### config.mk
export PLATFORM = sky130hd
export DESIGN_NAME = btn_debounce_flat
export DESIGN_NICKNAME = d
export VERILOG_FILES = /design/src/rtl/btn_pkg.sv /design/src/rtl/btn_debounce_if.sv /design/src/rtl/btn_channel.sv /design/src/rtl/btn_debounce.sv /design/src/flat_wrapper.sv
export SDC_FILE = /design/constraint.sdc
export NUM_CORES = 1
export LEC_CHECK = 0
export ABC_CLOCK_PERIOD_IN_PS = 3310
export BUFFER_PORTS_ARGS = -buffer_cell sky130_fd_sc_hd__buf_2
export CAP_MARGIN = 20
export CORE_MARGIN = 4
export CORE_UTILIZATION = 63
export DETAILED_ROUTE_END_ITERATION = 10
export GPL_TIMING_DRIVEN = 0
export PLACE_DENSITY_LB_ADDON = 0.1
export SLEW_MARGIN = 20
export SYNTH_ARGS = -nofsm -noshare
export SYNTH_HDL_FRONTEND = slang
export SYNTH_SLANG_ARGS = --single-unit
### constraint.sdc
create_clock -name i_clk -period 3.31 [get_ports i_clk]
set_clock_uncertainty 0.2 [all_clocks]
set_input_delay 0.1655 -clock i_clk [delete_from_list [all_inputs] [get_ports i_clk]]
set_output_delay 0.1655 -clock i_clk [all_outputs]
set_load 0.03 [all_outputs]
### src/rtl/btn_pkg.sv
// Shared types and default timing for the push-button conditioning path.
// Contents: FSM state enum, 25 MHz default debounce and long-press counts.
package btn_pkg;

    typedef enum logic [1:0] {
        IDLE    = 2'd0,
        PRESSED = 2'd1,
        HELD    = 2'd2
    } btn_state_e;

    localparam int unsigned DEBOUNCE_10MS = 250000;
    localparam int unsigned LONG_1S       = 25000000;

endpackage

### src/rtl/btn_debounce_if.sv
// Button bundle: raw pins in, debounced levels and one-cycle events out.
// Ports: i_btn (raw), o_level, o_press, o_release, o_long (all NUM_BTN wide).
interface btn_debounce_if #(
    parameter int NUM_BTN = 7
);
    logic [NUM_BTN-1:0] i_btn;
    logic [NUM_BTN-1:0] o_level;
    logic [NUM_BTN-1:0] o_press;
    logic [NUM_BTN-1:0] o_release;
    logic [NUM_BTN-1:0] o_long;

    modport master (
        input  i_btn,
        output o_level,
        output o_press,
        output o_release,
        output o_long
    );

    modport slave (
        output i_btn,
        input  o_level,
        input  o_press,
        input  o_release,
        input  o_long
    );
endinterface

### src/rtl/btn_channel.sv
// One button: polarity fix, 2-FF sync, debounce counter, press/long FSM.
// Ports: i_clk, i_rst_n, i_btn (raw) -> o_level, o_press, o_release, o_long.
module btn_channel
    import btn_pkg::*;
#(
    parameter int unsigned DEBOUNCE_CYCLES = DEBOUNCE_10MS,
    parameter int unsigned LONG_CYCLES     = LONG_1S,
    parameter bit          ACTIVE_LOW      = 1'b0
) (
    input  logic i_clk,
    input  logic i_rst_n,
    input  logic i_btn,
    output logic o_level,
    output logic o_press,
    output logic o_release,
    output logic o_long
);
    localparam int DW = $clog2(DEBOUNCE_CYCLES + 1);
    localparam int HW = $clog2(LONG_CYCLES);
    localparam logic [DW-1:0] D_LAST = DW'(DEBOUNCE_CYCLES - 1);
    localparam logic [HW-1:0] H_LAST = HW'(LONG_CYCLES - 1);
    localparam logic [HW-1:0] H_MAX  = {HW{1'b1}};

    logic          norm;
    logic          s1;
    logic          s2;
    logic          stable;
    logic [DW-1:0] dcnt;
    logic          flip;
    logic          rise;
    logic          fall;
    btn_state_e    state;
    logic [HW-1:0] hcnt;

    assign norm = i_btn ^ ACTIVE_LOW;

    // flip is the edge on which stable is about to change; the FSM
    // reacts to it directly so its pulses line up with o_level.
    assign flip = (s2 != stable) && (dcnt == D_LAST);
    assign rise = flip && s2;
    assign fall = flip && !s2;

    always_ff @(posedge i_clk) begin
        if (!i_rst_n) begin
            s1     <= 1'b0;
            s2     <= 1'b0;
            stable <= 1'b0;
            dcnt   <= '0;
        end else begin
            s1 <= norm;
            s2 <= s1;
            if (s2 == stable) begin
                dcnt <= '0;
            end else if (dcnt == D_LAST) begin
                stable <= s2;
                dcnt   <= '0;
            end else begin
                dcnt <= dcnt + DW'(1);
            end
        end
    end

    always_ff @(posedge i_clk) begin
        if (!i_rst_n) begin
            state     <= IDLE;
            hcnt      <= '0;
            o_press   <= 1'b0;
            o_release <= 1'b0;
            o_long    <= 1'b0;
        end else begin
            o_press   <= 1'b0;
            o_release <= 1'b0;
            o_long    <= 1'b0;
            case (state)
                IDLE: begin
                    if (rise) begin
                        o_press <= 1'b1;
                        hcnt    <= '0;
                        state   <= PRESSED;
                    end
                end
                PRESSED: begin
                    // release is checked first so it wins a tie with long
                    if (fall) begin
                        o_release <= 1'b1;
                        state     <= IDLE;
                    end else if (hcnt == H_LAST) begin
                        o_long <= 1'b1;
                        state  <= HELD;
                    end
                    if (hcnt != H_MAX) begin
                        hcnt <= hcnt + HW'(1);
                    end
                end
                HELD: begin
                    if (fall) begin
                        o_release <= 1'b1;
                        state     <= IDLE;
                    end
                end
                default: state <= IDLE;
            endcase
        end
    end

    assign o_level = stable;

endmodule

### src/rtl/btn_debounce.sv
// Conditions NUM_BTN raw buttons into clean levels and one-cycle events.
// Ports: i_clk, i_rst_n (sync, active-low), bus (btn_debounce_if.master).
module btn_debounce
    import btn_pkg::*;
#(
    parameter int                 NUM_BTN         = 7,
    parameter logic [NUM_BTN-1:0] ACTIVE_LOW_MASK = 7'b0000001,
    parameter int unsigned        DEBOUNCE_CYCLES = DEBOUNCE_10MS,
    parameter int unsigned        LONG_CYCLES     = LONG_1S
) (
    input  logic              i_clk,
    input  logic              i_rst_n,
    btn_debounce_if.master    bus
);
    logic [NUM_BTN-1:0] level_w;
    logic [NUM_BTN-1:0] press_w;
    logic [NUM_BTN-1:0] release_w;
    logic [NUM_BTN-1:0] long_w;

    for (genvar g = 0; g < NUM_BTN; g++) begin : g_ch
        btn_channel #(
            .DEBOUNCE_CYCLES (DEBOUNCE_CYCLES),
            .LONG_CYCLES     (LONG_CYCLES),
            .ACTIVE_LOW      (ACTIVE_LOW_MASK[g])
        ) u_ch (
            .i_clk     (i_clk),
            .i_rst_n   (i_rst_n),
            .i_btn     (bus.i_btn[g]),
            .o_level   (level_w[g]),
            .o_press   (press_w[g]),
            .o_release (release_w[g]),
            .o_long    (long_w[g])
        );
    end

    assign bus.o_level   = level_w;
    assign bus.o_press   = press_w;
    assign bus.o_release = release_w;
    assign bus.o_long    = long_w;

endmodule

### src/flat_wrapper.sv
// flat-port wrapper written by rule: the top's interface ports become plain ports
module btn_debounce_flat import btn_pkg::*;
#(
    parameter int                 NUM_BTN         = 7,
    parameter logic [NUM_BTN-1:0] ACTIVE_LOW_MASK = 7'b0000001,
    parameter int unsigned        DEBOUNCE_CYCLES = DEBOUNCE_10MS,
    parameter int unsigned        LONG_CYCLES     = LONG_1S
)
  (i_clk, i_rst_n, bus_i_btn, bus_o_level, bus_o_press, bus_o_release, bus_o_long);
  btn_debounce_if #(.NUM_BTN(NUM_BTN)) bus_i ();
  input  logic i_clk;
  input  logic i_rst_n;
  input wire logic [$bits(bus_i.i_btn)-1:0] bus_i_btn;
  output wire logic [$bits(bus_i.o_level)-1:0] bus_o_level;
  output wire logic [$bits(bus_i.o_press)-1:0] bus_o_press;
  output wire logic [$bits(bus_i.o_release)-1:0] bus_o_release;
  output wire logic [$bits(bus_i.o_long)-1:0] bus_o_long;
  assign bus_i.i_btn = bus_i_btn;
  assign bus_o_level = bus_i.o_level;
  assign bus_o_press = bus_i.o_press;
  assign bus_o_release = bus_i.o_release;
  assign bus_o_long = bus_i.o_long;
  btn_debounce #(.NUM_BTN(NUM_BTN), .ACTIVE_LOW_MASK(ACTIVE_LOW_MASK), .DEBOUNCE_CYCLES(DEBOUNCE_CYCLES), .LONG_CYCLES(LONG_CYCLES)) u_core (.i_clk(i_clk), .i_rst_n(i_rst_n), .bus(bus_i));
endmodule
### Yosys cells after proc, flatten, opt, wreduce, memory -nomap -nowiden

Index checks and enable logic that the tools add are counted.

| operators by class | value |
|---|---|
| bitwise operators | 16 |
| add/subtract/negate cells | 14 |
| mux-type cells | 77 |
| reduce and logical (&&, ||, !) cells | 98 |
| equality and inequality tests | 77 |

Operators with widths:

| operator | number |
|---|---|
| 2-to-1 mux 25 bit | 14 |
| case mux 25 bit (2 select lines) | 7 |
| adder 25 x 1 -> 25 bit, second input constant | 7 |
| equality test 25 bit, second input constant | 7 |
| inequality test 25 bit, second input constant | 7 |
| adder 18 x 1 -> 18 bit, second input constant | 7 |
| equality test 18 bit, second input constant | 7 |
| 2-to-1 mux 2 bit | 28 |
| inequality test 2 bit, second input constant | 21 |
| case mux 2 bit (3 select lines) | 7 |
| AND reduction 2 bit | 21 |
| AND reduction 3 bit | 14 |
| OR reduction 3 bit | 14 |
| logical AND 1 bit | 21 |
| 2-to-1 mux 1 bit | 21 |
| inequality test 3 bit, second input constant | 7 |
| inverter 1 bit | 16 |
| equality test 2 x 1 -> 1 bit, second input constant | 7 |
| equality test 2 bit, second input constant | 7 |
| zero test 2 bit | 7 |
| nonzero test 2 bit | 7 |
| OR reduction 2 bit | 7 |
| equality test 1 bit | 7 |
| zero test 1 bit | 7 |
| inequality test 1 bit | 7 |

| storage, ports and cells | value |
|---|---|
| register bits after elaboration | 357 |
| word-level logic and storage cells | 345 |
| output and inout port bits | 28 |
| input port bits | 9 |

### Longest topological paths before layout

| logic depth | value |
|---|---|
| depth in word-level cells | 5 |
| gate-level depth with buffers | 10 |
| gate-level depth less buffers | 8 |

### Hierarchy

From an unflattened synthesis, not the netlist that was laid out.

| second synthesis, totals | value |
|---|---|
| cell total of the unflattened synthesis | 2,122 |
| area total of the unflattened synthesis | 18,116.1 um2 |

Modules (own cells, without submodules):

| module | seq. area each (um2) | area each (um2) | instances | cells each |
|---|---|---|---|---|
| btn_channel (u_core.g_ch[1].u_ch ...) | 1,021.0 | 2,582.5 | 4 | 306 |
| btn_channel (u_core.g_ch[0].u_ch) | 1,021.0 | 2,705.1 | 1 | 316 |
| btn_channel (u_core.g_ch[3].u_ch) | 1,021.0 | 2,613.8 | 1 | 300 |
| btn_channel (u_core.g_ch[6].u_ch) | 1,021.0 | 2,467.4 | 1 | 282 |

### Worst setup path after synthesis

Ideal clock, no wire load.

| timing path | value |
|---|---|
| kind | register to register |
| start point | reg u_core.g_ch[1].u_ch.dcnt[5] |
| end point | reg u_core.g_ch[1].u_ch.hcnt[9] |
| data required time | 2,994 ps |
| path buffers | 2 |
| clock period less this slack | 2,625 ps |
| arrival time | 2,308 ps |
| library setup time | 116 ps |
| slack | 685 ps |
| stages on the path, launching flop included | 9 |
| cell sequence | dfxtp_1 > or4b_1 > or4_1 > clkbuf_1 > o31a_1 > buf_2 > nand2_1 > a21oi_1 > a31o_2 |

| on the way | value |
|---|---|
| longest elaborated chain between the ends | 5 |

RTL lines:

| element | RTL line | RTL |
|---|---|---|
| from (decl) | btn_channel.sv:28 | `logic [DW-1:0] dcnt;` |
| from (signal assigned) | btn_channel.sv:58 | `dcnt <= dcnt + DW'(1);` |
| equality test 18 bit | btn_channel.sv:39 | `assign flip = (s2 != stable) && (dcnt == D_LAST);` |
| logical AND 1 bit | btn_channel.sv:39 |  |
| logical AND 1 bit | btn_channel.sv:40 | `assign rise = flip && s2;` |
| inequality test 2 bit (no source line) | -- |  |
| AND reduction 3 bit (no source line) | -- |  |
| to (signal assigned) | btn_channel.sv:92 | `hcnt <= hcnt + HW'(1);` |
| to (decl) | btn_channel.sv:33 | `logic [HW-1:0] hcnt;` |

No other way between the ends.
A chain may end at the register's enable or synchronous reset.

### Worst setup path in the final report

| timing path | value |
|---|---|
| start point | reg u_core.g_ch[6].u_ch.dcnt[4] |
| end point | reg u_core.g_ch[6].u_ch.hcnt[14] |

| on the way | value |
|---|---|
| longest elaborated chain between the ends | 5 |

RTL lines:

| element | RTL line |
|---|---|
| from (decl) | btn_channel.sv:28 |
| from (signal assigned) | btn_channel.sv:58 |
| equality test 18 bit | btn_channel.sv:39 |
| logical AND 1 bit | btn_channel.sv:39 |
| logical AND 1 bit | btn_channel.sv:40 |
| inequality test 2 bit (no source line) | -- |
| AND reduction 3 bit (no source line) | -- |
| to (signal assigned) | btn_channel.sv:92 |
| to (decl) | btn_channel.sv:33 |

No other way between the ends.

==> flow_summary.json <==
{
  "r2r-end": "u_core.g_ch[6].u_ch.hcnt[14]",
  "min_from": "bus_i_btn[0]",
  "crit_required_ps": 3500,
  "area.growth.synth_to_final_pct": 11.2,
  "ff2ff_path_depth": 6,
  "worstHoldPathType": "in2reg",
  "syn_inst": 2069,
  "cts.sinks": 357,
  "grt_max_degree": 15,
  "setup_viol": 0,
  "syn_nets": 2113,
  "fmax_mhz": 332,
  "ys_ff_latch": 357,
  "fin_crit_sh": 0.911,
  "layout_common_cells": "357 x dfxtp_1, 297 x nor2_1, 147 x nand2_1",
  "path_cells": "or4b_1, nor4_1, nand4_1, o21ai_1, clkbuf_1, nor2_1",
  "stdcell_area_um2": 19300,
  "synth-adder-area-share": 0.0253,
  "port_buffers": 36,
  "period_minus_slack_ps": 3020,
  "antenna_left": 0,
  "detail_route.wl_per_cell_um": 15.1,
  "syn_area_um2": 17300,
  "routed_wl_mm": 38.1,
  "finalSetupTns_ps": 0,
  "io_pins": 37,
  "whs_endpoint": "u_core.g_ch[0].u_ch.s1",
  "drc": 0,
  "placementRows": 60,
  "dp_hpwl_mm": 26.2,
  "p_per_area_nw_per_um2": 450,
  "worstPathMaxFanout": 10,
  "grt_usage": 0.247,
  "synth_edf_count": 0,
  "yosys.area_share.simple": 0.327,
  "rsz0062_at_grt": "false",
  "root_buffer": "clkbuf_16",
  "via_per_inst": 5.93,
  "seq_area_frac_synth": 0.413,
  "max-slew-margin-rel": 0.335,
  "antenna_found_initial": 0,
  "design.die.area_um2": 30200,
  "slowest_stage": "or4b_1",
  "end_kind": "flop",
  "synth.yosys.warnings": 0,
  "cpLargestDelayFamily": "simple AND/OR/NAND/NOR gates",
  "crit_type": "reg2reg",
  "cts_buffers": 38,
  "core_um2": 27000,
  "finalHoldViolations": 0,
  "place.gp.congestion": 0.915,
  "cpPeakStageDelay_ps": 590,
  "firstDrtPassIters": 6,
  "clkSlewWorstSetupHoldPaths_ps": 60,
  "worstPathArrival_ps": 3200,
  "die_y_um": 174,
  "clk_path_buf_depth": 3,
  "synth.avg_cell_area_um2": 8.37,
  "drt_iter0_markers": 997,
  "synth.area.mux_share": 0.00535,
  "clk_latency_ps": 520,
  "crit_path_start": "u_core.g_ch[6].u_ch.dcnt[4]",
  "cp-start-kind": "flop",
  "grt_pass1_vias": 14153,
  "status": "finished clean",
  "synth_xor_area_frac": 0.104,
  "r2r_slack_ps": 290,
  "irDropWorstVdd_mv": 0.493,
  "synth_compound_area_frac": 0.0855,
  "max_slew.worst_pin.slew_ps": 997,
  "via_count": 14954,
  "detailed_place.area_um2": 17900,
  "ys.flop_type": "dfxtp_1",
  "nets": 2197,
  "grt_pass1_wl_mm": 65.5,
  "antenna_cells": 0,
  "cts_htree_levels": 2,
  "hold_path_depth": 3,
  "synth_top_family_by_area": "simple AND/OR/NAND/NOR gates",
  "cap_violations": 0,
  "grt_overflow": 0,
  "slew_violations": 0,
  "synth.distinct_cells": 76,
  "post_cts_buffers": 0,
  "cts_tree": "built",
  "final_common_cell": "dfxtp_1",
  "p_leak_nw": 6.63,
  "r2r-start": "u_core.g_ch[6].u_ch.dcnt[4]",
  "synth-async-reset-ratio": 0,
  "drive_gt1_frac": 0.0706,
  "path_buf_inv": 1,
  "dieWidth_um": 174,
  "initial_core_util": 0.641,
  "fillers": 2143
}
==> synth_stat cells (8+ instances only) <==
master,count,area share
dfxtp_1,357,0.41
nor2_1,297,0.064
nand2_1,147,0.032
nand3_1,140,0.040
xor2_1,122,0.062
nand4_1,98,0.035
xnor2_1,84,0.042
a21oi_1,83,0.024
and3_1,80,0.029
inv_1,59,0.013
clkbuf_1,54,0.012
o21ai_0,52,0.015
or3_1,46,0.017
nor3_1,44,0.013
nor4_1,36,0.013
ha_1,35,0.025
and4_1,34,0.017
and2_1,31,0.011
buf_4,28,0.012
or4_1,25,0.011
nor2b_1,22,0.0079
nand2b_1,18,0.0065
o211ai_1,16,0.0069
nor4b_1,15,0.0076
o31ai_1,14,0.0061
a31oi_1,11,0.0040
or2_2,9,0.0033
buf_1,8,0.0017
==> per-layer routing <==
metal,vias up,part of all wire,GRT usage
met5,-,0,0
met4,0,0.026,0.0713
met3,81,0.044,0.0349
met2,313,0.48,0.423
met1,7071,0.45,0.327
li1,7489,-,-
==> worst max-delay path by stage <==
| stage | end | slack, ps | cells after the start |
|---|---|---|---|
| global placement | u_core.g_ch[1].u_ch.hcnt[17] | 240 | 8 |
| floorplan | u_core.g_ch[1].u_ch.hcnt[9] | 690 | 8 |
| detailed placement | u_core.g_ch[1].u_ch.hcnt[17] | 160 | 8 |
| CTS | u_core.g_ch[1].u_ch.hcnt[17] | 150 | 8 |
| global route | u_core.g_ch[2].u_ch.hcnt[18] | 30 | 6 |
| finish | u_core.g_ch[6].u_ch.hcnt[14] | 290 | 6 |
==> state kept, by name, summed over array words and instances, names as in the netlist <==
register,count
u_core.g_ch.u_ch.o_level,7
u_core.g_ch.u_ch.o_press,7
u_core.g_ch.u_ch.state,14
u_core.g_ch.u_ch.s2,7
u_core.g_ch.u_ch.dcnt,126
u_core.g_ch.u_ch.s1,7
u_core.g_ch.u_ch.hcnt,175
u_core.g_ch.u_ch.o_release,7
u_core.g_ch.u_ch.o_long,7
==> logic make-up (layout without fill, tap and decap cells) <==
family	Yosys count	count (layout)
buffers and inverters	155	268
AND/OR/NAND/NOR	1075	1075
XOR/XNOR	206	206
flip-flops	357	357
multiplexers	9	9
adder cells (fa/ha/maj)	35	35
AO/OA/AOI/OAI	232	232
==> where the power goes <==
group | leakage [nW] | internal [mW] | total, mW | switching (mW)
Sequential | 2.88 | 4.31 | 4.31 | 0.00615
Clock | 0.604 | 2.52 | 4.22 | 1.70
Combinational | 3.15 | 0.0328 | 0.130 | 0.0974
==> through the flow <==
| step | setup WS, ps | utilization | power, mW | cells | hold slack, ps |
|---|---|---|---|---|---|
| floorplan | 685 | - | 4.48 | 2069 | 32.2 |
| global placement | 239 | 0.663 | 4.53 | 2446 | 148 |
| detailed placement | 157 | 0.663 | 4.53 | 2446 | 150 |
| CTS | 150 | 0.712 | 8.74 | 2523 | 151 |
| global route | 25.5 | 0.713 | 8.95 | 2523 | 188 |
| finish | 294 | 0.713 | 8.66 | 2523 | 164 |
==> timing repair <==
action                                  4_1_cts  5_1_grt
endpoints found under the setup margin        0        8
hold buffers                                  8        0
resized for setup                             0        1
endpoints found under the hold margin         9        0
==> worst register-to-register path, stage by stage (launching register included) <==
cell	delay [ps]
dfxtp_1	340
or4b_1	590
nor4_1	500
nand4_1	260
o21ai_1	460
clkbuf_1	440
nor2_1	100
==> layout make-up <==
type / instances / area (µm²) / share of cell area
multi-input combinational: 1557 / 9480 / 0.492
sequential: 357 / 7150 / 0.371
clock buffer: 53 / 1080 / 0.0561
buffer: 95 / 474 / 0.0246
tap: 341 / 427 / 0.0222
timing repair buffer: 44 / 260 / 0.0135
inverter: 60 / 225 / 0.0117
clock inverter: 16 / 165 / 0.00857
Note: power is estimated with default switching activity, not from simulation.
